[src/rtl/mac_tile_scheduler.sv]
`default_nettype none
// ============================================================================
// mac_tile_scheduler : credit-throttled tile issue controller with result FIFO
// Optional build macro: TILE_SCHED_PERF_EN (issue/stall performance counters)
// Revision: 1.0
// ============================================================================
module mac_tile_scheduler #(
    parameter int N_ARRAY     = 4,
    parameter int N_BANK      = 12,
    parameter int BANK_STRIDE = 3,
    parameter int ADDR_W      = 10,
    parameter int RD_LAT      = 1,
    parameter int RES_W       = 128,
    parameter int FIFO_DEPTH  = 8,
    parameter int CNT_W       = 16
) (
    input  logic                               clk,
    input  logic                               rst_n,
    input  logic                               start,
    input  logic [CNT_W-1:0]                   cfg_num_tiles,
    input  logic [ADDR_W-1:0]                  cfg_base_addr,
    input  logic [$clog2(N_BANK)-1:0]          cfg_base_bank,
    output logic                               busy,
    output logic                               done,
    output logic [N_BANK-1:0]                  en_bank,
    output logic [N_BANK*ADDR_W-1:0]           addr_bank,
    output logic                               arr_valid_in,
    output logic [N_ARRAY*$clog2(N_BANK)-1:0]  arr_bank_sel,
    input  logic                               red_valid,
    input  logic [RES_W-1:0]                   red_data,
    output logic                               res_valid,
    input  logic                               res_ready,
    output logic [RES_W-1:0]                   res_data,
    output logic                               err_overflow
`ifdef TILE_SCHED_PERF_EN
    ,
    output logic [31:0]                        perf_issue_cnt,
    output logic [31:0]                        perf_stall_cnt
`endif
);

    localparam int c_bsel_w = $clog2(N_BANK);
    localparam int c_ptr_w  = $clog2(FIFO_DEPTH);
    localparam int c_cnt_w  = c_ptr_w + 1;

    localparam logic [c_bsel_w:0]   c_nbank     = (c_bsel_w+1)'(N_BANK);
    localparam logic [c_bsel_w-1:0] c_last_bank = c_bsel_w'(N_BANK - 1);
    localparam logic [c_cnt_w:0]    c_depth     = (c_cnt_w+1)'(FIFO_DEPTH);
    localparam logic [c_cnt_w-1:0]  c_full_cnt  = c_cnt_w'(FIFO_DEPTH);

    localparam logic [1:0] c_st_idle  = 2'd0;
    localparam logic [1:0] c_st_issue = 2'd1;
    localparam logic [1:0] c_st_drain = 2'd2;
    localparam logic [1:0] c_st_done  = 2'd3;

    if (N_ARRAY * BANK_STRIDE > N_BANK) begin : g_err_banks
        $error("mac_tile_scheduler: N_ARRAY*BANK_STRIDE exceeds N_BANK");
    end
    if ((FIFO_DEPTH & (FIFO_DEPTH - 1)) != 0) begin : g_err_depth
        $error("mac_tile_scheduler: FIFO_DEPTH must be a power of 2");
    end
    if (RD_LAT < 1) begin : g_err_lat
        $error("mac_tile_scheduler: RD_LAT must be at least 1");
    end

    logic [1:0]                  r_state;
    logic [CNT_W-1:0]            r_num_tiles;
    logic [CNT_W-1:0]            r_tile_idx;
    logic [ADDR_W-1:0]           r_cur_addr;
    logic [c_bsel_w-1:0]         r_bank0;
    logic [c_cnt_w-1:0]          r_inflight;
    logic [c_cnt_w-1:0]          r_fifo_count;
    logic [c_ptr_w-1:0]          r_wr_ptr;
    logic [c_ptr_w-1:0]          r_rd_ptr;
    logic [RES_W-1:0]            r_mem [FIFO_DEPTH];
    logic [RD_LAT-1:0]           r_vld_pipe;
    logic [N_ARRAY*c_bsel_w-1:0] r_sel_pipe [RD_LAT];

    logic                        w_accept;
    logic                        w_issue;
    logic                        w_last;
    logic                        w_retire;
    logic                        w_full;
    logic                        w_push;
    logic                        w_pop;
    logic [c_cnt_w:0]            w_credit_sum;
    logic [c_bsel_w:0]           w_bb_ext;
    logic [c_bsel_w-1:0]         w_base_bank;
    logic [N_ARRAY*c_bsel_w-1:0] w_sel_flat;

    assign w_accept = (r_state == c_st_idle) && start;

    // A push lands on the same edge that retires its inflight credit, so
    // inflight + fifo_count already covers every outstanding result.
    assign w_credit_sum = {1'b0, r_inflight} + {1'b0, r_fifo_count};
    assign w_issue      = (r_state == c_st_issue) && (w_credit_sum < c_depth);
    assign w_last       = ((r_tile_idx + 1'b1) == r_num_tiles);
    assign w_retire     = red_valid && (r_inflight != '0);

    assign w_bb_ext    = {1'b0, cfg_base_bank};
    assign w_base_bank = (w_bb_ext >= c_nbank) ? c_bsel_w'(w_bb_ext - c_nbank)
                                               : cfg_base_bank;

    for (genvar gi = 0; gi < N_ARRAY; gi++) begin : g_arr
        localparam logic [c_bsel_w:0] c_off = (c_bsel_w+1)'(BANK_STRIDE * gi);
        logic [c_bsel_w:0] w_sum;
        assign w_sum = {1'b0, r_bank0} + c_off;
        assign w_sel_flat[gi*c_bsel_w +: c_bsel_w] =
            (w_sum >= c_nbank) ? c_bsel_w'(w_sum - c_nbank) : w_sum[c_bsel_w-1:0];
    end

    for (genvar gb = 0; gb < N_BANK; gb++) begin : g_bank
        logic w_hit;
        always_comb begin
            w_hit = 1'b0;
            for (int i = 0; i < N_ARRAY; i++) begin
                if (w_sel_flat[i*c_bsel_w +: c_bsel_w] == c_bsel_w'(gb)) begin
                    w_hit = 1'b1;
                end
            end
        end
        assign en_bank[gb]                   = w_issue && w_hit;
        assign addr_bank[gb*ADDR_W +: ADDR_W] = en_bank[gb] ? r_cur_addr : '0;
    end

    always_ff @(posedge clk or negedge rst_n) begin
        if (!rst_n) begin
            r_state     <= c_st_idle;
            busy        <= 1'b0;
            done        <= 1'b0;
            r_num_tiles <= '0;
            r_tile_idx  <= '0;
            r_cur_addr  <= '0;
            r_bank0     <= '0;
        end else begin
            done <= 1'b0;
            case (r_state)
                c_st_idle: begin
                    if (w_accept) begin
                        busy        <= 1'b1;
                        r_num_tiles <= cfg_num_tiles;
                        r_tile_idx  <= '0;
                        r_cur_addr  <= cfg_base_addr;
                        r_bank0     <= w_base_bank;
                        r_state     <= (cfg_num_tiles == '0) ? c_st_done : c_st_issue;
                    end
                end
                c_st_issue: begin
                    if (w_issue) begin
                        r_tile_idx <= r_tile_idx + 1'b1;
                        r_cur_addr <= r_cur_addr + 1'b1;
                        r_bank0    <= (r_bank0 == c_last_bank) ? '0 : r_bank0 + 1'b1;
                        if (w_last) begin
                            r_state <= c_st_drain;
                        end
                    end
                end
                c_st_drain: begin
                    if (r_inflight == '0) begin
                        r_state <= c_st_done;
                    end
                end
                default: begin
                    done    <= 1'b1;
                    busy    <= 1'b0;
                    r_state <= c_st_idle;
                end
            endcase
        end
    end

    always_ff @(posedge clk or negedge rst_n) begin
        if (!rst_n) begin
            r_inflight <= '0;
        end else if (w_issue && !w_retire) begin
            r_inflight <= r_inflight + 1'b1;
        end else if (!w_issue && w_retire) begin
            r_inflight <= r_inflight - 1'b1;
        end
    end

    // Bank-select stages only load on valid so the output holds between tiles.
    always_ff @(posedge clk or negedge rst_n) begin
        if (!rst_n) begin
            r_vld_pipe <= '0;
            for (int k = 0; k < RD_LAT; k++) begin
                r_sel_pipe[k] <= '0;
            end
        end else begin
            r_vld_pipe[0] <= w_issue;
            if (w_issue) begin
                r_sel_pipe[0] <= w_sel_flat;
            end
            for (int k = 1; k < RD_LAT; k++) begin
                r_vld_pipe[k] <= r_vld_pipe[k-1];
                if (r_vld_pipe[k-1]) begin
                    r_sel_pipe[k] <= r_sel_pipe[k-1];
                end
            end
        end
    end

    assign arr_valid_in = r_vld_pipe[RD_LAT-1];
    assign arr_bank_sel = r_sel_pipe[RD_LAT-1];

    assign w_full    = (r_fifo_count == c_full_cnt);
    assign res_valid = (r_fifo_count != '0);
    assign w_pop     = res_valid && res_ready;
    assign w_push    = red_valid && (!w_full || w_pop);
    assign res_data  = res_valid ? r_mem[r_rd_ptr] : '0;

    always_ff @(posedge clk or negedge rst_n) begin
        if (!rst_n) begin
            r_wr_ptr     <= '0;
            r_rd_ptr     <= '0;
            r_fifo_count <= '0;
            err_overflow <= 1'b0;
        end else begin
            if (w_push) begin
                r_wr_ptr <= r_wr_ptr + 1'b1;
            end
            if (w_pop) begin
                r_rd_ptr <= r_rd_ptr + 1'b1;
            end
            if (w_push && !w_pop) begin
                r_fifo_count <= r_fifo_count + 1'b1;
            end else if (!w_push && w_pop) begin
                r_fifo_count <= r_fifo_count - 1'b1;
            end
            if (red_valid && w_full && !w_pop) begin
                err_overflow <= 1'b1;
            end
        end
    end

    always_ff @(posedge clk) begin
        if (w_push) begin
            r_mem[r_wr_ptr] <= red_data;
        end
    end

`ifdef TILE_SCHED_PERF_EN
    always_ff @(posedge clk or negedge rst_n) begin
        if (!rst_n) begin
            perf_issue_cnt <= '0;
            perf_stall_cnt <= '0;
        end else if (w_accept) begin
            perf_issue_cnt <= '0;
            perf_stall_cnt <= '0;
        end else begin
            if (w_issue && (perf_issue_cnt != '1)) begin
                perf_issue_cnt <= perf_issue_cnt + 32'd1;
            end
            if ((r_state == c_st_issue) && !w_issue && (perf_stall_cnt != '1)) begin
                perf_stall_cnt <= perf_stall_cnt + 32'd1;
            end
        end
    end
`endif

endmodule
`default_nettype wire

[config.mk]
export PLATFORM = sky130hd
export DESIGN_NAME = mac_tile_scheduler
export DESIGN_NICKNAME = d
export VERILOG_FILES = /design/src/rtl/mac_tile_scheduler.sv
export SDC_FILE = /design/constraint.sdc
export NUM_CORES = 1
export LEC_CHECK = 0
export CORE_ASPECT_RATIO = 1.25
export CORE_MARGIN = 2
export CORE_UTILIZATION = 50
export DETAILED_ROUTE_END_ITERATION = 10
export GPL_ROUTABILITY_DRIVEN = 0
export PLACE_DENSITY = 0.71
export SYNTH_ARGS = -nofsm -noshare
export SYNTH_HDL_FRONTEND = slang
export SYNTH_SLANG_ARGS = --single-unit
[constraint.sdc]
create_clock -name clk -period 17.1 [get_ports clk]
set_input_delay 2.565 -clock clk [delete_from_list [all_inputs] [get_ports clk]]
set_output_delay 2.565 -clock clk [all_outputs]
set_load 0.01 [all_outputs]
After elaboration in Yosys (flattened, before gate mapping)
Memory sizes are Yosys's and may differ from the RTL's. Cells that the tools add are included. W data, S select, Z words.

Bits in latches: 0. Memories: 1. Register bits after elaboration: 82. Input bits: 163. ROM bits: 0. Output and inout bits: 281. Bits in writable memories: 1024.

Multipliers: 0. Div/mod/pow operators: 0. Multiplexer cells: 91. Reduce and logical (&&, ||, !) cells: 47. Shift-type cells: 0. Add/sub/neg operators: 18. Order comparisons: 6. Equal/unequal tests: 53. Bitwise logic cells: 1.

Memories: r_mem (words 8, width 128, rd ports 1, clocked after Yosys merged registers in 0, wr ports 1, line 75) `logic [RES_W-1:0] r_mem [FIFO_DEPTH];`.

Operators by type and width (count): $mux W10 (14); $mux W128 (1); $eq A4 B4 Y1 const B (18); $eq A4 B3 Y1 const B (16); $mux W1 (52); $mux W4 (12); $eq A4 B2 Y1 const B (8); $mux W16 (2); $pmux W16 S2 (1); $logic_and A1 B1 Y1 (23); $logic_not A4 Y1 (5); $pmux W10 S2 (1); $sub A4 B4 Y4 const B (5); $add A16 B1 Y16 const B (1); $eq A16 B16 Y1 (1); $eq A4 B1 Y1 const B (4); $logic_not A16 Y1 (1); $ge A5 B4 Y1 const B (3); $add A4 B1 Y4 const B (3); $add A10 B1 Y10 const B (1); $mux W2 (5); $ge A4 B4 Y1 const B (2); $ne A2 B2 Y1 const B (4); $pmux W4 S2 (1); 22 further kinds (32).

Logic depth before layout (Yosys ltp)
Word-level depth: 9. Mapped depth: 14.

Worst setup path after synthesis
No wires, ideal clock.

Path kind: input to register. Start: input res_ready. End: memory r_mem[0][0], enable pin. Buffers on the path: 1. Library setup time: 0.772 ns. Slack: 4.556 ns. Stages: 5. Data required time: 16.328 ns. Arrival time: 11.772 ns. Cells stage by stage: nand3b_1 and2_1 clkbuf_1 nand2b_1 nor3_1.

Word-level cells in the longest chain between the ends: 5.

RTL lines: from (decl) (line 32) `input logic res_ready,`; $logic_and A1 B1 Y1 (line 208) `assign w_pop = res_valid && res_ready;`; $logic_or A1 B1 Y1 (line 209) `assign w_push = red_valid && (!w_full || w_pop);`; $logic_and A1 B1 Y1 (line 209); net w_push (line 84) `logic w_push;`; $mux W1 (line 237) `if (w_push) begin`; $mux W1 (implied by the code) (line 238) `r_mem[r_wr_ptr] <= red_data;`; to (decl) (line 75).

The timed path passes the listed nets, and every way through them passes these cells.

Worst setup path in the final report
Start: register r_rd_ptr[0]. End: output res_data[67].

Word-level cells in the longest chain between the ends: 2.

RTL lines: from (decl) (line 74) `logic [c_ptr_w-1:0] r_rd_ptr;`; from (signal assigned) (line 223) `r_rd_ptr <= r_rd_ptr + 1'b1;`; $mem_v2 Z8 W128; $mux W128 (line 210) `assign res_data = res_valid ? r_mem[r_rd_ptr] : '0;`; to (decl) (line 33) `output logic [RES_W-1:0] res_data,`.

No other way between the ends.

==> out/qor.yml <==
floorplan:
  die_area_um2: 91400
  die_h_um: 338
  row_count: 122
  coreArea_um2: 88400
  ios: 444
  die_x_um: 271
  initial_core_util_pct: 50.4
cts:
  clockBufferDepth: 3
  cts_buffers: 104
  clock_latency_ns: 0.67
  cts_tree: "done"
  clkTransAtPathRegs_ns: 0.06
  numClockSinks: 1104
  cts_resized: 0
  postCtsHoldBufs: 0
  post_cts_buffers: 0
  cts-root-buf: "clkbuf_16"
  htree_num_levels: 3
sta:
  maxSlewViolCount: 0
  finalWorstSetupSlack_ns: 9.27
  setup_violations: 0
  skew_ns: 0.0316
  tightestPinTransition_ns: 1.20
  timing.final.crit_share_pct: 45.8
  setup_tns_ns: 0
  fin_crit_ns: 7.83
  clock.fmax_mhz: 128
  hold_viol: 0
  rsz0062_at_grt: "no"
  slew_headroom_pct: 19.7
run:
  maxCapViolations: 0
route:
  ant_nets: 0
  num_vias: 23673
  drc: 0
  wire_per_inst_um: 25.5
  drt_iter0_markers: 1903
  totalWireLength_um: 104000
  first_pass_iters: 5
  vias_per_cell: 5.80
global_routing:
  grt_max_degree: 114
  grt_first_pass_wirelength_um: 154000
  overflow: 0
  globalRouteTotalUtil_pct: 22.5
  antenna_found_initial: 20
  grt_pass1_vias: 24366
setup_path:
  cp.arrival_ns: 5.27
  end_kind: "output pin"
  cp_data_required_time_ns: 14.53
  r2r-end: "r_inflight[3]"
  cp_max_fo: 52
  cp-endpoint: "res_data[67]"
  cp-startpoint: "r_rd_ptr[0]"
  path_class: "flip-flop to output pin"
  r2r.worst_path.cells: 13
  r2r_slack_ns: 12.83
  critical_path.reg2reg.startpoint: "r_state[1]"
  crit_path_start_kind: "flip-flop"
power_and_ir_drop:
  powerDensity_nw_per_um2: 180
  p_sw_share_pct: 33.4
  power_frac_comb_pct: 38.9
  p_clk_share_pct: 23.2
  seqPwrFrac_pct: 37.9
  intPower_mw: 6.44
  ir_worst_vdd_uv: 122
  switchingPower_mw: 3.23
  p_leak_nw: 17.7
synthesis:
  synth_enable_flop_cells: 1024
  synth.avg_cell_area_um2: 18.8
  yosysSeqAreaShare_pct: 73.6
  ys_seq_elements: 1104
  yosys-top-cells-area: "edfxtp_1 (69%), mux4_2 (13%), dfrtp_1 (4.5%), mux2i_1 (3.0%), nor2_1 (2.5%)"
  syn_inst: 2365
  ys_types: 70
  synthArstFlopShare_pct: 7.25
  synth_warnings: 0
  yosysTopAreaCell: "edfxtp_1"
  synth_top_area_share_pct: 69.1
  netlist_area_um2: 44500
  synth_ff_type: "edfxtp_1"
  synth_nets: 2558
final_layout:
  multi_input_area_um2: 11200
  seq_area_um2: 32800
  layout.nets: 3002
  area_growth_pct: 20.4
  nFillCells: 6254
  drive_above_1_share_pct: 17.2
worst_hold_path:
  min_path_type: "flip-flop to flip-flop"
  hold_start: "arr_bank_sel[13]"
  whs_path_depth: 2
status:
  status: "completed"
place:
  hpwl_um: 61100
  port-buffer-count: 443
  post-place-ws_ns: 9.74
synth_stat cells (10+ instances only):
master / n
nor4_1: 10
inv_1: 19
a21oi_1: 29
edfxtp_1: 1024
nand2_1: 65
dfrtp_1: 80
clkbuf_1: 90
buf_1: 40
nor3_1: 13
buf_2: 14
mux4_2: 256
mux2_2: 21
mux2i_1: 132
xor2_1: 10
xnor2_1: 29
nand3_1: 20
o21ai_0: 45
ha_1: 28
nor2_1: 295
state kept, by name, summed over array words and instances (netlist names):
| signal | cells |
|---|---|
| r_mem | 1024 |
| r_num_tiles | 16 |
| r_tile_idx | 16 |
| arr_bank_sel | 14 |
| r_cur_addr | 10 |
| r_bank0 | 4 |
| r_fifo_count | 4 |
| r_inflight | 4 |
| r_rd_ptr | 3 |
| r_wr_ptr | 3 |
| r_state | 2 |
| arr_valid_in | 1 |
| busy | 1 |
| done | 1 |
| err_overflow | 1 |
kinds of logic (layout without fill, tap and decap cells):
| kind of cell | after synthesis | in the layout | share of synthesized area (%) |
|---|---|---|---|
| flops | 1104 | 1104 | 73.6 |
| simple gates | 449 | 449 | 4.33 |
| mux | 409 | 409 | 16.5 |
| buf+inv | 169 | 699 | 1.50 |
| compound gates | 165 | 165 | 2.49 |
| xor+xnor | 39 | 39 | 0.767 |
| fa+ha+maj | 30 | 30 | 0.877 |
| other cells | 0 | 6 | 0 |
how the worst min path moves through the flow:
stage                        to
2_1_floorplan     r_inflight[3]
3_3_place_gp   arr_bank_sel[13]
3_5_place_dp   arr_bank_sel[13]
4_1_cts        arr_bank_sel[13]
5_1_grt        arr_bank_sel[13]
6_report       arr_bank_sel[13]
power groups by stage:
stage	logic [mW]	registers (mW)	clock network, mW
after floorplan	2.32	3.66	0
after global placement	3.74	3.69	0
after detailed placement	3.79	3.72	0
after CTS	3.81	3.67	2.29
after global routing	4.03	3.71	2.39
final	3.76	3.67	2.24
area by class of cell:
| class | instances | share of cell area, % |
|---|---|---|
| Antenna cell | 6 | 0.0280 |
| Clock buffer | 124 | 5.08 |
| Clock inverter | 68 | 1.11 |
| Inverter | 20 | 0.140 |
| Multi-Input combinational cell | 1092 | 20.8 |
| Sequential cell | 1104 | 61.1 |
| Tap cell | 1178 | 2.75 |
| Timing Repair Buffer | 487 | 8.93 |
stage by stage:
stage	hold slack [ns]	instance area [um^2]	util, %	std cells	total power [mW]
after floorplan	0.462	44500	-	2365	5.97
after global placement	0.468	50300	56.9	3881	7.43
after detailed placement	0.469	50300	56.9	3881	7.52
after CTS	0.484	53600	60.6	4073	9.77
after global routing	0.505	53600	60.6	4079	10.1
final	0.483	53600	60.6	4079	9.67
placed cells by master, fill, tap and decap left out, drive strengths merged, types with 10 or more instances in the layout:
cell type | Yosys | layout
edfxtp | 1024 | 1024
clkdlybuf4s50 | 0 | 442
nor2 | 295 | 295
mux4 | 256 | 256
mux2i | 132 | 132
clkbuf | 92 | 124
dfrtp | 80 | 80
nand2 | 65 | 65
clkinv | 1 | 48
o21ai | 46 | 46
buf | 57 | 45
a21oi | 29 | 29
xnor2 | 29 | 29
ha | 28 | 28
mux2 | 21 | 21
nand3 | 21 | 21
inv | 19 | 21
nor3 | 13 | 13
nor4 | 11 | 11
xor2 | 10 | 10
clkinvlp | 0 | 10
routing by layer:
layer / up-vias / GRT usage, % / wire length, um
li1: 10342 / - / -
met1: 12324 / 26.7 / 38900
met2: 806 / 40.5 / 55100
met3: 175 / 5.46 / 7210
met4: 26 / 7.23 / 2600
met5: - / 0 / 166
worst max-delay path: stages, from the launching register on:
cell and delay, ns:
dfrtp_4 0.75, buf_4 0.65, buf_4 0.74, buf_4 0.93, mux4_2 0.60, mux2i_1 0.21
nor2_1 0.09, clkdlybuf4s50_1 0.52
Power figures use the tool's default switching activity.
